--- config.mk ---
export PLATFORM = sky130hd
export DESIGN_NAME = idecode_regfile_sb_flat
export DESIGN_NICKNAME = d
export VERILOG_FILES = /design/src/rtl/idecode_regfile_sb_if.sv /design/src/rtl/idecode_regfile_sb.sv /design/src/flat_wrapper.sv
export SDC_FILE = /design/constraint.sdc
export NUM_CORES = 2
export LEC_CHECK = 0
export CAP_MARGIN = 40
export CORE_MARGIN = 4
export CORE_UTILIZATION = 50
export DETAILED_ROUTE_END_ITERATION = 6
export HOLD_SLACK_MARGIN = 0.02
export PLACE_DENSITY = 0.69
export SLEW_MARGIN = 20
export SYNTH_ARGS = -nofsm -noshare
export SYNTH_HDL_FRONTEND = slang
export SYNTH_SLANG_ARGS = --single-unit
--- constraint.sdc ---
create_clock -name clock -period 3 [get_ports clock]
set_input_delay 0.3 -clock clock [delete_from_list [all_inputs] [get_ports clock]]
set_output_delay 0.3 -clock clock [all_outputs]
set_load 0.1 [all_outputs]
--- src/rtl/idecode_regfile_sb_if.sv ---
// Decode-stage register file / writeback bus.
// Signal names follow the Minisys Idecode32 port list.
interface idecode_regfile_sb_if #(
  parameter int DATA_W = 32,
  parameter int ADDR_W = 5
);
  localparam int OFF_W = $clog2(DATA_W / 8);

  logic [ADDR_W-1:0] rs_addr;
  logic [ADDR_W-1:0] rt_addr;
  logic              use_rs;
  logic              use_rt;
  logic [DATA_W-1:0] read_data_1;
  logic [DATA_W-1:0] read_data_2;
  logic              wb_valid;
  logic [ADDR_W-1:0] wb_addr;
  logic [2:0]        wb_sel;
  logic              link_ra;
  logic [DATA_W-1:0] alu_result;
  logic [DATA_W-1:0] mem_data;
  logic [1:0]        mem_size;
  logic              mem_unsigned;
  logic [OFF_W-1:0]  mem_byte_off;
  logic [DATA_W-1:0] link_addr;
  logic              hi_we;
  logic              lo_we;
  logic [DATA_W-1:0] hi_wdata;
  logic [DATA_W-1:0] lo_wdata;
  logic [DATA_W-1:0] hi_out;
  logic [DATA_W-1:0] lo_out;
  logic              load_issue;
  logic [ADDR_W-1:0] load_dest;
  logic              stall;
  logic [DATA_W-1:0] write_data_out;
  logic [ADDR_W-1:0] write_register_address_out;

  modport slave (
    input  rs_addr, rt_addr, use_rs, use_rt,
    input  wb_valid, wb_addr, wb_sel, link_ra,
    input  alu_result, mem_data, mem_size,
    input  mem_unsigned, mem_byte_off, link_addr,
    input  hi_we, lo_we, hi_wdata, lo_wdata,
    input  load_issue, load_dest,
    output read_data_1, read_data_2,
    output hi_out, lo_out, stall,
    output write_data_out, write_register_address_out
  );

  modport master (
    output rs_addr, rt_addr, use_rs, use_rt,
    output wb_valid, wb_addr, wb_sel, link_ra,
    output alu_result, mem_data, mem_size,
    output mem_unsigned, mem_byte_off, link_addr,
    output hi_we, lo_we, hi_wdata, lo_wdata,
    output load_issue, load_dest,
    input  read_data_1, read_data_2,
    input  hi_out, lo_out, stall,
    input  write_data_out, write_register_address_out
  );
endinterface

--- src/rtl/idecode_regfile_sb.sv ---
// Register file, HI/LO, writeback mux, load extract, load-use scoreboard.
// Optional REGFILE_BYPASS_EN: write-to-read bypass and early stall release.
module idecode_regfile_sb #(
  parameter int DATA_W   = 32,
  parameter int ADDR_W   = 5,
  parameter int LINK_REG = 31
) (
  input  logic clock,
  input  logic reset,
  idecode_regfile_sb_if.slave bus
);
  localparam int NUM_REGS = 2 ** ADDR_W;
  localparam int OFF_W    = $clog2(DATA_W / 8);
  localparam logic [ADDR_W-1:0] LINK_A = ADDR_W'(LINK_REG);

  localparam logic [2:0] SEL_ALU  = 3'd0;
  localparam logic [2:0] SEL_MEM  = 3'd1;
  localparam logic [2:0] SEL_LINK = 3'd2;
  localparam logic [2:0] SEL_HI   = 3'd3;
  localparam logic [2:0] SEL_LO   = 3'd4;

  logic [DATA_W-1:0]   rf_q [NUM_REGS];
  logic [DATA_W-1:0]   hi_q, lo_q;
  logic [NUM_REGS-1:0] busy_q, busy_d, busy_eff;
  logic [DATA_W-1:0]   wd_q;
  logic [ADDR_W-1:0]   wa_q;

  logic [DATA_W-1:0] hsh, bsh, ld_val, wdata;
  logic [ADDR_W-1:0] dest;
  logic              sx, commit, clr_mem;

  always_comb begin
    sx  = ~bus.mem_unsigned;
    hsh = bus.mem_data >> {bus.mem_byte_off[OFF_W-1:1], 4'b0000};
    bsh = bus.mem_data >> {bus.mem_byte_off, 3'b000};
    unique case (bus.mem_size)
      2'd1:    ld_val = {{(DATA_W-16){sx & hsh[15]}}, hsh[15:0]};
      2'd2:    ld_val = {{(DATA_W-8){sx & bsh[7]}}, bsh[7:0]};
      default: ld_val = bus.mem_data;
    endcase
  end

  always_comb begin
    dest = (bus.wb_sel == SEL_LINK && bus.link_ra) ? LINK_A : bus.wb_addr;
    unique case (bus.wb_sel)
      SEL_ALU:  wdata = bus.alu_result;
      SEL_MEM:  wdata = ld_val;
      SEL_LINK: wdata = bus.link_addr;
      SEL_HI:   wdata = hi_q;
      SEL_LO:   wdata = lo_q;
      default:  wdata = '0;
    endcase
    commit  = bus.wb_valid && (bus.wb_sel <= SEL_LO) && (dest != '0);
    clr_mem = commit && (bus.wb_sel == SEL_MEM);
  end

  // Set after clear so a same-cycle reissue keeps the register busy.
  always_comb begin
    busy_d = busy_q;
    if (clr_mem)
      busy_d[dest] = 1'b0;
    if (bus.load_issue && bus.load_dest != '0)
      busy_d[bus.load_dest] = 1'b1;
    busy_d[0] = 1'b0;
  end

  always_comb begin
    busy_eff = busy_q;
`ifdef REGFILE_BYPASS_EN
    if (clr_mem)
      busy_eff[dest] = 1'b0;
`endif
  end

  assign bus.stall = (bus.use_rs & busy_eff[bus.rs_addr])
                   | (bus.use_rt & busy_eff[bus.rt_addr]);

  always_comb begin
    bus.read_data_1 = (bus.rs_addr == '0) ? '0 : rf_q[bus.rs_addr];
    bus.read_data_2 = (bus.rt_addr == '0) ? '0 : rf_q[bus.rt_addr];
`ifdef REGFILE_BYPASS_EN
    if (commit && dest == bus.rs_addr)
      bus.read_data_1 = wdata;
    if (commit && dest == bus.rt_addr)
      bus.read_data_2 = wdata;
`endif
  end

  always_ff @(posedge clock) begin
    if (reset) begin
      for (int i = 0; i < NUM_REGS; i++)
        rf_q[i] <= '0;
    end else if (commit) begin
      rf_q[dest] <= wdata;
    end
  end

  always_ff @(posedge clock) begin
    if (reset) begin
      hi_q   <= '0;
      lo_q   <= '0;
      busy_q <= '0;
      wd_q   <= '0;
      wa_q   <= '0;
    end else begin
      if (bus.hi_we) hi_q <= bus.hi_wdata;
      if (bus.lo_we) lo_q <= bus.lo_wdata;
      busy_q <= busy_d;
      if (commit) begin
        wd_q <= wdata;
        wa_q <= dest;
      end
    end
  end

  assign bus.hi_out = hi_q;
  assign bus.lo_out = lo_q;
  assign bus.write_data_out = wd_q;
  assign bus.write_register_address_out = wa_q;
endmodule

--- src/flat_wrapper.sv ---
// flat-port wrapper written by rule: the top's interface ports become plain ports
module idecode_regfile_sb_flat 
#(
  parameter int DATA_W   = 32,
  parameter int ADDR_W   = 5,
  parameter int LINK_REG = 31
)
  (clock, reset, bus_rs_addr, bus_rt_addr, bus_use_rs, bus_use_rt, bus_wb_valid, bus_wb_addr, bus_wb_sel, bus_link_ra, bus_alu_result, bus_mem_data, bus_mem_size, bus_mem_unsigned, bus_mem_byte_off, bus_link_addr, bus_hi_we, bus_lo_we, bus_hi_wdata, bus_lo_wdata, bus_load_issue, bus_load_dest, bus_read_data_1, bus_read_data_2, bus_hi_out, bus_lo_out, bus_stall, bus_write_data_out, bus_write_register_address_out);
  idecode_regfile_sb_if #(.DATA_W(DATA_W), .ADDR_W(ADDR_W)) bus_i ();
  input  logic clock;
  input  logic reset;
  input wire logic [$bits(bus_i.rs_addr)-1:0] bus_rs_addr;
  input wire logic [$bits(bus_i.rt_addr)-1:0] bus_rt_addr;
  input wire logic [$bits(bus_i.use_rs)-1:0] bus_use_rs;
  input wire logic [$bits(bus_i.use_rt)-1:0] bus_use_rt;
  input wire logic [$bits(bus_i.wb_valid)-1:0] bus_wb_valid;
  input wire logic [$bits(bus_i.wb_addr)-1:0] bus_wb_addr;
  input wire logic [$bits(bus_i.wb_sel)-1:0] bus_wb_sel;
  input wire logic [$bits(bus_i.link_ra)-1:0] bus_link_ra;
  input wire logic [$bits(bus_i.alu_result)-1:0] bus_alu_result;
  input wire logic [$bits(bus_i.mem_data)-1:0] bus_mem_data;
  input wire logic [$bits(bus_i.mem_size)-1:0] bus_mem_size;
  input wire logic [$bits(bus_i.mem_unsigned)-1:0] bus_mem_unsigned;
  input wire logic [$bits(bus_i.mem_byte_off)-1:0] bus_mem_byte_off;
  input wire logic [$bits(bus_i.link_addr)-1:0] bus_link_addr;
  input wire logic [$bits(bus_i.hi_we)-1:0] bus_hi_we;
  input wire logic [$bits(bus_i.lo_we)-1:0] bus_lo_we;
  input wire logic [$bits(bus_i.hi_wdata)-1:0] bus_hi_wdata;
  input wire logic [$bits(bus_i.lo_wdata)-1:0] bus_lo_wdata;
  input wire logic [$bits(bus_i.load_issue)-1:0] bus_load_issue;
  input wire logic [$bits(bus_i.load_dest)-1:0] bus_load_dest;
  output wire logic [$bits(bus_i.read_data_1)-1:0] bus_read_data_1;
  output wire logic [$bits(bus_i.read_data_2)-1:0] bus_read_data_2;
  output wire logic [$bits(bus_i.hi_out)-1:0] bus_hi_out;
  output wire logic [$bits(bus_i.lo_out)-1:0] bus_lo_out;
  output wire logic [$bits(bus_i.stall)-1:0] bus_stall;
  output wire logic [$bits(bus_i.write_data_out)-1:0] bus_write_data_out;
  output wire logic [$bits(bus_i.write_register_address_out)-1:0] bus_write_register_address_out;
  assign bus_i.rs_addr = bus_rs_addr;
  assign bus_i.rt_addr = bus_rt_addr;
  assign bus_i.use_rs = bus_use_rs;
  assign bus_i.use_rt = bus_use_rt;
  assign bus_i.wb_valid = bus_wb_valid;
  assign bus_i.wb_addr = bus_wb_addr;
  assign bus_i.wb_sel = bus_wb_sel;
  assign bus_i.link_ra = bus_link_ra;
  assign bus_i.alu_result = bus_alu_result;
  assign bus_i.mem_data = bus_mem_data;
  assign bus_i.mem_size = bus_mem_size;
  assign bus_i.mem_unsigned = bus_mem_unsigned;
  assign bus_i.mem_byte_off = bus_mem_byte_off;
  assign bus_i.link_addr = bus_link_addr;
  assign bus_i.hi_we = bus_hi_we;
  assign bus_i.lo_we = bus_lo_we;
  assign bus_i.hi_wdata = bus_hi_wdata;
  assign bus_i.lo_wdata = bus_lo_wdata;
  assign bus_i.load_issue = bus_load_issue;
  assign bus_i.load_dest = bus_load_dest;
  assign bus_read_data_1 = bus_i.read_data_1;
  assign bus_read_data_2 = bus_i.read_data_2;
  assign bus_hi_out = bus_i.hi_out;
  assign bus_lo_out = bus_i.lo_out;
  assign bus_stall = bus_i.stall;
  assign bus_write_data_out = bus_i.write_data_out;
  assign bus_write_register_address_out = bus_i.write_register_address_out;
  idecode_regfile_sb #(.DATA_W(DATA_W), .ADDR_W(ADDR_W), .LINK_REG(LINK_REG)) u_core (.clock(clock), .reset(reset), .bus(bus_i));
endmodule
# Yosys cells after proc, flatten, opt, wreduce, memory -nomap -nowiden
# Memories as Yosys holds them, arrays and structs flattened.
# Index checks and enable logic that the tools add are counted.
# totals
register_bits	133
ram_bits	1024
in_bits	197
memories	1
# memory_table
name	words	width	rd	rd_ports_with_merged_regs	write_ports	line_no	rtl
u_core.rf_q	32	32	2	0	32	idecode_regfile_sb.sv:22	logic [DATA_W-1:0] rf_q [NUM_REGS];
# classes
order_cmp	7
n_eq_ne	6
shift	2
mux	23
bitwise_logic	9
n_reduce_logical	13
# ops
operator	count
two-way mux 32 bit	5
case mux 32 bit (5 select lines)	1
case mux 32 bit (2 select lines)	1
bitwise AND 32 bit	1
inverter 32 bit	1
bitwise OR 32 bit	1
OR reduction 32 bit	1
right shift 32 x 5 -> 16 bit	1
right shift 32 x 5 -> 8 bit	1
less-than comparator 5 x 6 -> 1 bit (second input constant)	4
binary-select mux 1 bit (select 5 bit)	2
demux 1 bit (select 5 bit)	2
>= comparator 5 x 1 -> 1 bit (second input constant)	2
logical NOT 5 bit	2
two-way mux 1 bit	10
two-way mux 5 bit	2
nonzero test 5 bit	2
logical AND 1 bit	7
equality test 3 x 2 -> 1 bit (second input constant)	2
bitwise AND 1 bit	4
equality test 3 x 1 -> 1 bit (second input constant)	1
equality test 3 bit (second input constant)	1
<= comparator 3 bit (second input constant)	1
logical NOT 3 bit	1
other kinds (4)	4

# Logic depth before layout (Yosys ltp)
# logic_depth
depth_word	12
depth_mapped	11
mapped_depth_nobuf	8

# Worst setup path before layout
# No wires, ideal clock.
# synth_timing
path_kind	in2out
startpoint	input bus_rs_addr[1]
endpoint	output bus_read_data_1[21]
t_arrival_ns	3.588
setup_slack_ns	-0.888
path_stages	7
n_path_buf	3
path_cell_list	buf_2 > buf_2 > clkbuf_1 > mux4_2 > mux4_2 > inv_1 > o21ai_0
# synth_between
elab_chain_cells	2
elab_cells_between_ends	3
classes_between	mux (1); reduce/logical (1); memory (1)
# synth_rtl
item	line_no	rtl
start: declaration	flat_wrapper.sv:12	input wire logic [$bits(bus_i.rs_addr)-1:0] bus_rs_addr;
memory read (32 x 32 bit) or logical NOT 5 bit (tied branches)	n/a	
two-way mux 32 bit (*)	idecode_regfile_sb.sv:79	bus.read_data_1 = (bus.rs_addr == '0) ? '0 : rf_q[bus.rs_addr];
end: declaration	flat_wrapper.sv:32	output wire logic [$bits(bus_i.read_data_1)-1:0] bus_read_data_1;
# Every way passes the cells marked *; elsewhere a longest branch is shown, timed or not.

==> results.tsv <==
stage	metric	value	unit
min_path	hp-class	in2reg	
route	drc	0	
min_path	hold-path-cell-count	3	
yosys	synth_top_area_cell	edfxtp_1	
place	place_congestion	0.9495	
yosys	ys_types	53	
finish	drive_gt1_share	32.67	%
clocking	clockBufferDepth	3	
finish	final_area	72430	um2
yosys	yosysWarnings	0	
sta	hold_violations	0	
sta	fmax	336.2	MHz
floorplan	start_util	50.49	%
yosys	async_flop_share	0	%
yosys	syn_area	58830	um2
place	dp_hpwl	132300	um
floorplan	fp.dieArea	123200	um2
sta	setup_violations	0	
clocking	cts_made_buffers	121	
power_and_ir_drop	power.density	585.1	nW/um2
global_route	grt-ovfl-total	0	
sta	rsz0062_at_grt	false	
place	port_buffers	362	
sta	worst_pin_slew	0.8458	ns
yosys	synth_edf_count	1024	
sta	slew_violations	0	
floorplan	coreArea	116500	um2
global_route	grt_pass1_vias	41770	
yosys	synthTopCellsByArea	edfxtp_1 52%, mux4_2 25%, nor2_1 7.2%	
critical_path	cp.arrival	2.67	ns
yosys	synth_cells	4142	
critical_path	criticalPathCategory	reg2out	
clocking	cts_root_buf	clkbuf_16	
global_route	antenna_found_initial	4	
sta	min_period	2.975	ns
clocking	clk_pin_slew	0.06	ns
floorplan	io_pins	363	
critical_path	startpoint_type	register	
floorplan	row_count	125	
route	routedWlPerCell	32.71	um
place	pre_cts_ws	-0.02813	ns
yosys	avgSynthCellArea	14.20	um2
floorplan	die_x	351.0	um
power_and_ir_drop	vdd_drop_max	0.4833	mV
global_route	grt_usage	33.06	%
run_status	outcome	finished clean	
clocking	cts_tree	yes	
sta	skew	0.04653	ns
critical_path	cp.required	2.70	ns
clocking	htree_levels	3	
yosys	synth_seq_area_share	56.76	%
route	drtIter0Drc	5763	
route	wl	202100	um
sta	slew_headroom	43.18	%
place	postPlaceCellArea	68030	um2
critical_path	r2r_cells	6	
finish	nNetsFinal	4741	
job	max_cap_viol_count	0	
sta	layout_setup_ws	0.02543	ns
power_and_ir_drop	p_total	0.04237	W
power_and_ir_drop	leakagePower	25.25	nW
critical_path	cp-end-kind	output pin	
sta	timing.final.crit_share	99.15	%
critical_path	crit_fanout	2	
route	first_pass_iters	7	
clocking	worst_skew_pair.late_latency	0.73	ns
route	vias	41194	
route	viasPerCell	6.669	
finish	area_growth	23.10	%
clocking	numClockSinks	1156	
global_route	grt_pass1_wl	290200	um
route	drtAntennaViolNets	0	
floorplan	die_h	351.0	um
yosys	ys_seq_elements	1156	
yosys	yosys.area.top_type_share	52.27	%
global_route	grt_max_degree	105	
yosys	synthFlopType	edfxtp_1	
layer usage:
layer | global-route usage, % | vias up | wire, um
li1 | - | 16537 | -
met1 | 42.59 | 20852 | 68410
met2 | 51.93 | 3186 | 94240
met3 | 8.387 | 617 | 26040
met4 | 18.06 | 2 | 13380
met5 | 0 | - | 13
worst max-delay path, stage by stage, from the launching register on:
cell and delay [ns]:
edfxtp_1 0.40, mux4_2 0.50, mux4_2 0.49, inv_1 0.16, o21ai_2 0.18, buf_12 0.22
area by class of cell:
class | instances | area, um2
fillers | 8426 | 44090
repair buffers | 677 | 8432
inverters | 82 | 307.8
flip-flops and latches | 1156 | 33390
well taps | 1524 | 1907
diodes | 4 | 10.01
multi-input cells | 2504 | 24100
clock inverters | 85 | 1091
clock buffers | 145 | 3182
state kept, by name (all words and copies together), names as in the netlist:
| signal | count |
|---|---|
| u_core.bus.write_register_address_out | 5 |
| u_core.bus.write_data_out | 32 |
| u_core.rf_q | 1024 |
| u_core.bus.hi_out | 32 |
| u_core.bus.lo_out | 32 |
| u_core.busy_eff | 31 |
logic make-up (layout without fill, tap and decap cells):
| group | Yosys count | after routing | share of synthesized area, % |
|---|---|---|---|
| buf+inv | 513 | 989 | 3.741 |
| flops | 1156 | 1156 | 56.76 |
| simple gates | 1381 | 1381 | 9.307 |
| fa+ha+maj | 2 | 2 | 0.04253 |
| compound gates | 331 | 331 | 3.560 |
| mux | 758 | 758 | 26.59 |
| other cells | 1 | 36 | 0.006374 |
synth_stat cells, types with 4 or more instances:
cell type,instances
a211oi_1,39
a21oi_1,43
a221oi_1,11
a221oi_2,5
a22o_1,8
a22oi_1,60
a31oi_1,4
and2_1,5
and3_1,4
buf_1,46
buf_2,181
buf_4,11
clkbuf_1,192
dfxtp_1,132
edfxtp_1,1024
inv_1,81
mux2_2,27
mux2i_1,90
mux4_2,641
nand2_1,157
nand2b_1,37
nand3_1,9
nor2_1,1123
nor2b_1,21
nor3_1,4
o21ai_0,88
o21ai_1,49
o22ai_1,11
power breakdown:
part	total (W)	internal, W	switching, W
Clock	0.0162	0.00969	0.00649
Combinational	0.00772	0.00297	0.00475
Sequential	0.0185	0.0181	0.000368
final timing paths:
kind / slack [ns] / endpoint / startpoint
max: 0.03 / bus_read_data_2[21] / u_core.rf_q[15][21]
min: 0.18 / u_core.bus.lo_out[31] / bus_lo_wdata[31]
max reg2reg: 1.02 / u_core.rf_q[31][28] / u_core.bus.hi_out[28]
min reg2reg: 0.49 / u_core.busy_eff[22] / u_core.busy_eff[22]
placed cells by master, fill, tap and decap left out, types with 8 or more instances in the layout:
cell	n
nor2_1	1115
mux4_2	641
clkinv_1	25
nand2_2	25
buf_12	229
a221oi_1	8
a21oi_1	27
conb_1	32
nor2b_1	21
buf_4	250
edfxtp_1	1024
o21ai_4	9
mux2_2	27
clkdlybuf4s50_1	182
clkbuf_1	21
a221oi_4	8
a211oi_1	39
o22ai_1	10
dfxtp_1	132
bufinv_16	25
mux2i_1	90
a22o_1	8
o21ai_0	71
a21oi_2	10
o21ai_2	55
nand2b_2	31
a22oi_1	60
nand3_1	9
inv_1	74
inv_2	8
clkinv_2	23
nand2_1	133
clkbuf_16	124
what timing repair did:
| item | 4_1_cts | 5_1_grt |
|---|---|---|
| endpoints found under the setup margin | 6 | 11 |
| hold buffers | 2 | 0 |
| buffers inserted | 0 | 0 |
| resized for setup | 8 | 14 |
| hold endpoints to repair | 40 | 0 |
stage by stage:
step                      instances  TNS, ns  hold WS [ns]  util (%)
after floorplan                4173  -0.1314        0.4472         -
final                          6177        0        0.1846     62.16
after CTS                      6172        0        0.1397     62.10
after global placement         5937   -18.03        0.4743     58.35
after detailed placement       5940  -0.5213        0.4832     58.39
after global routing           6176        0        0.1687     62.16
(Power assumes the default switching activity.)
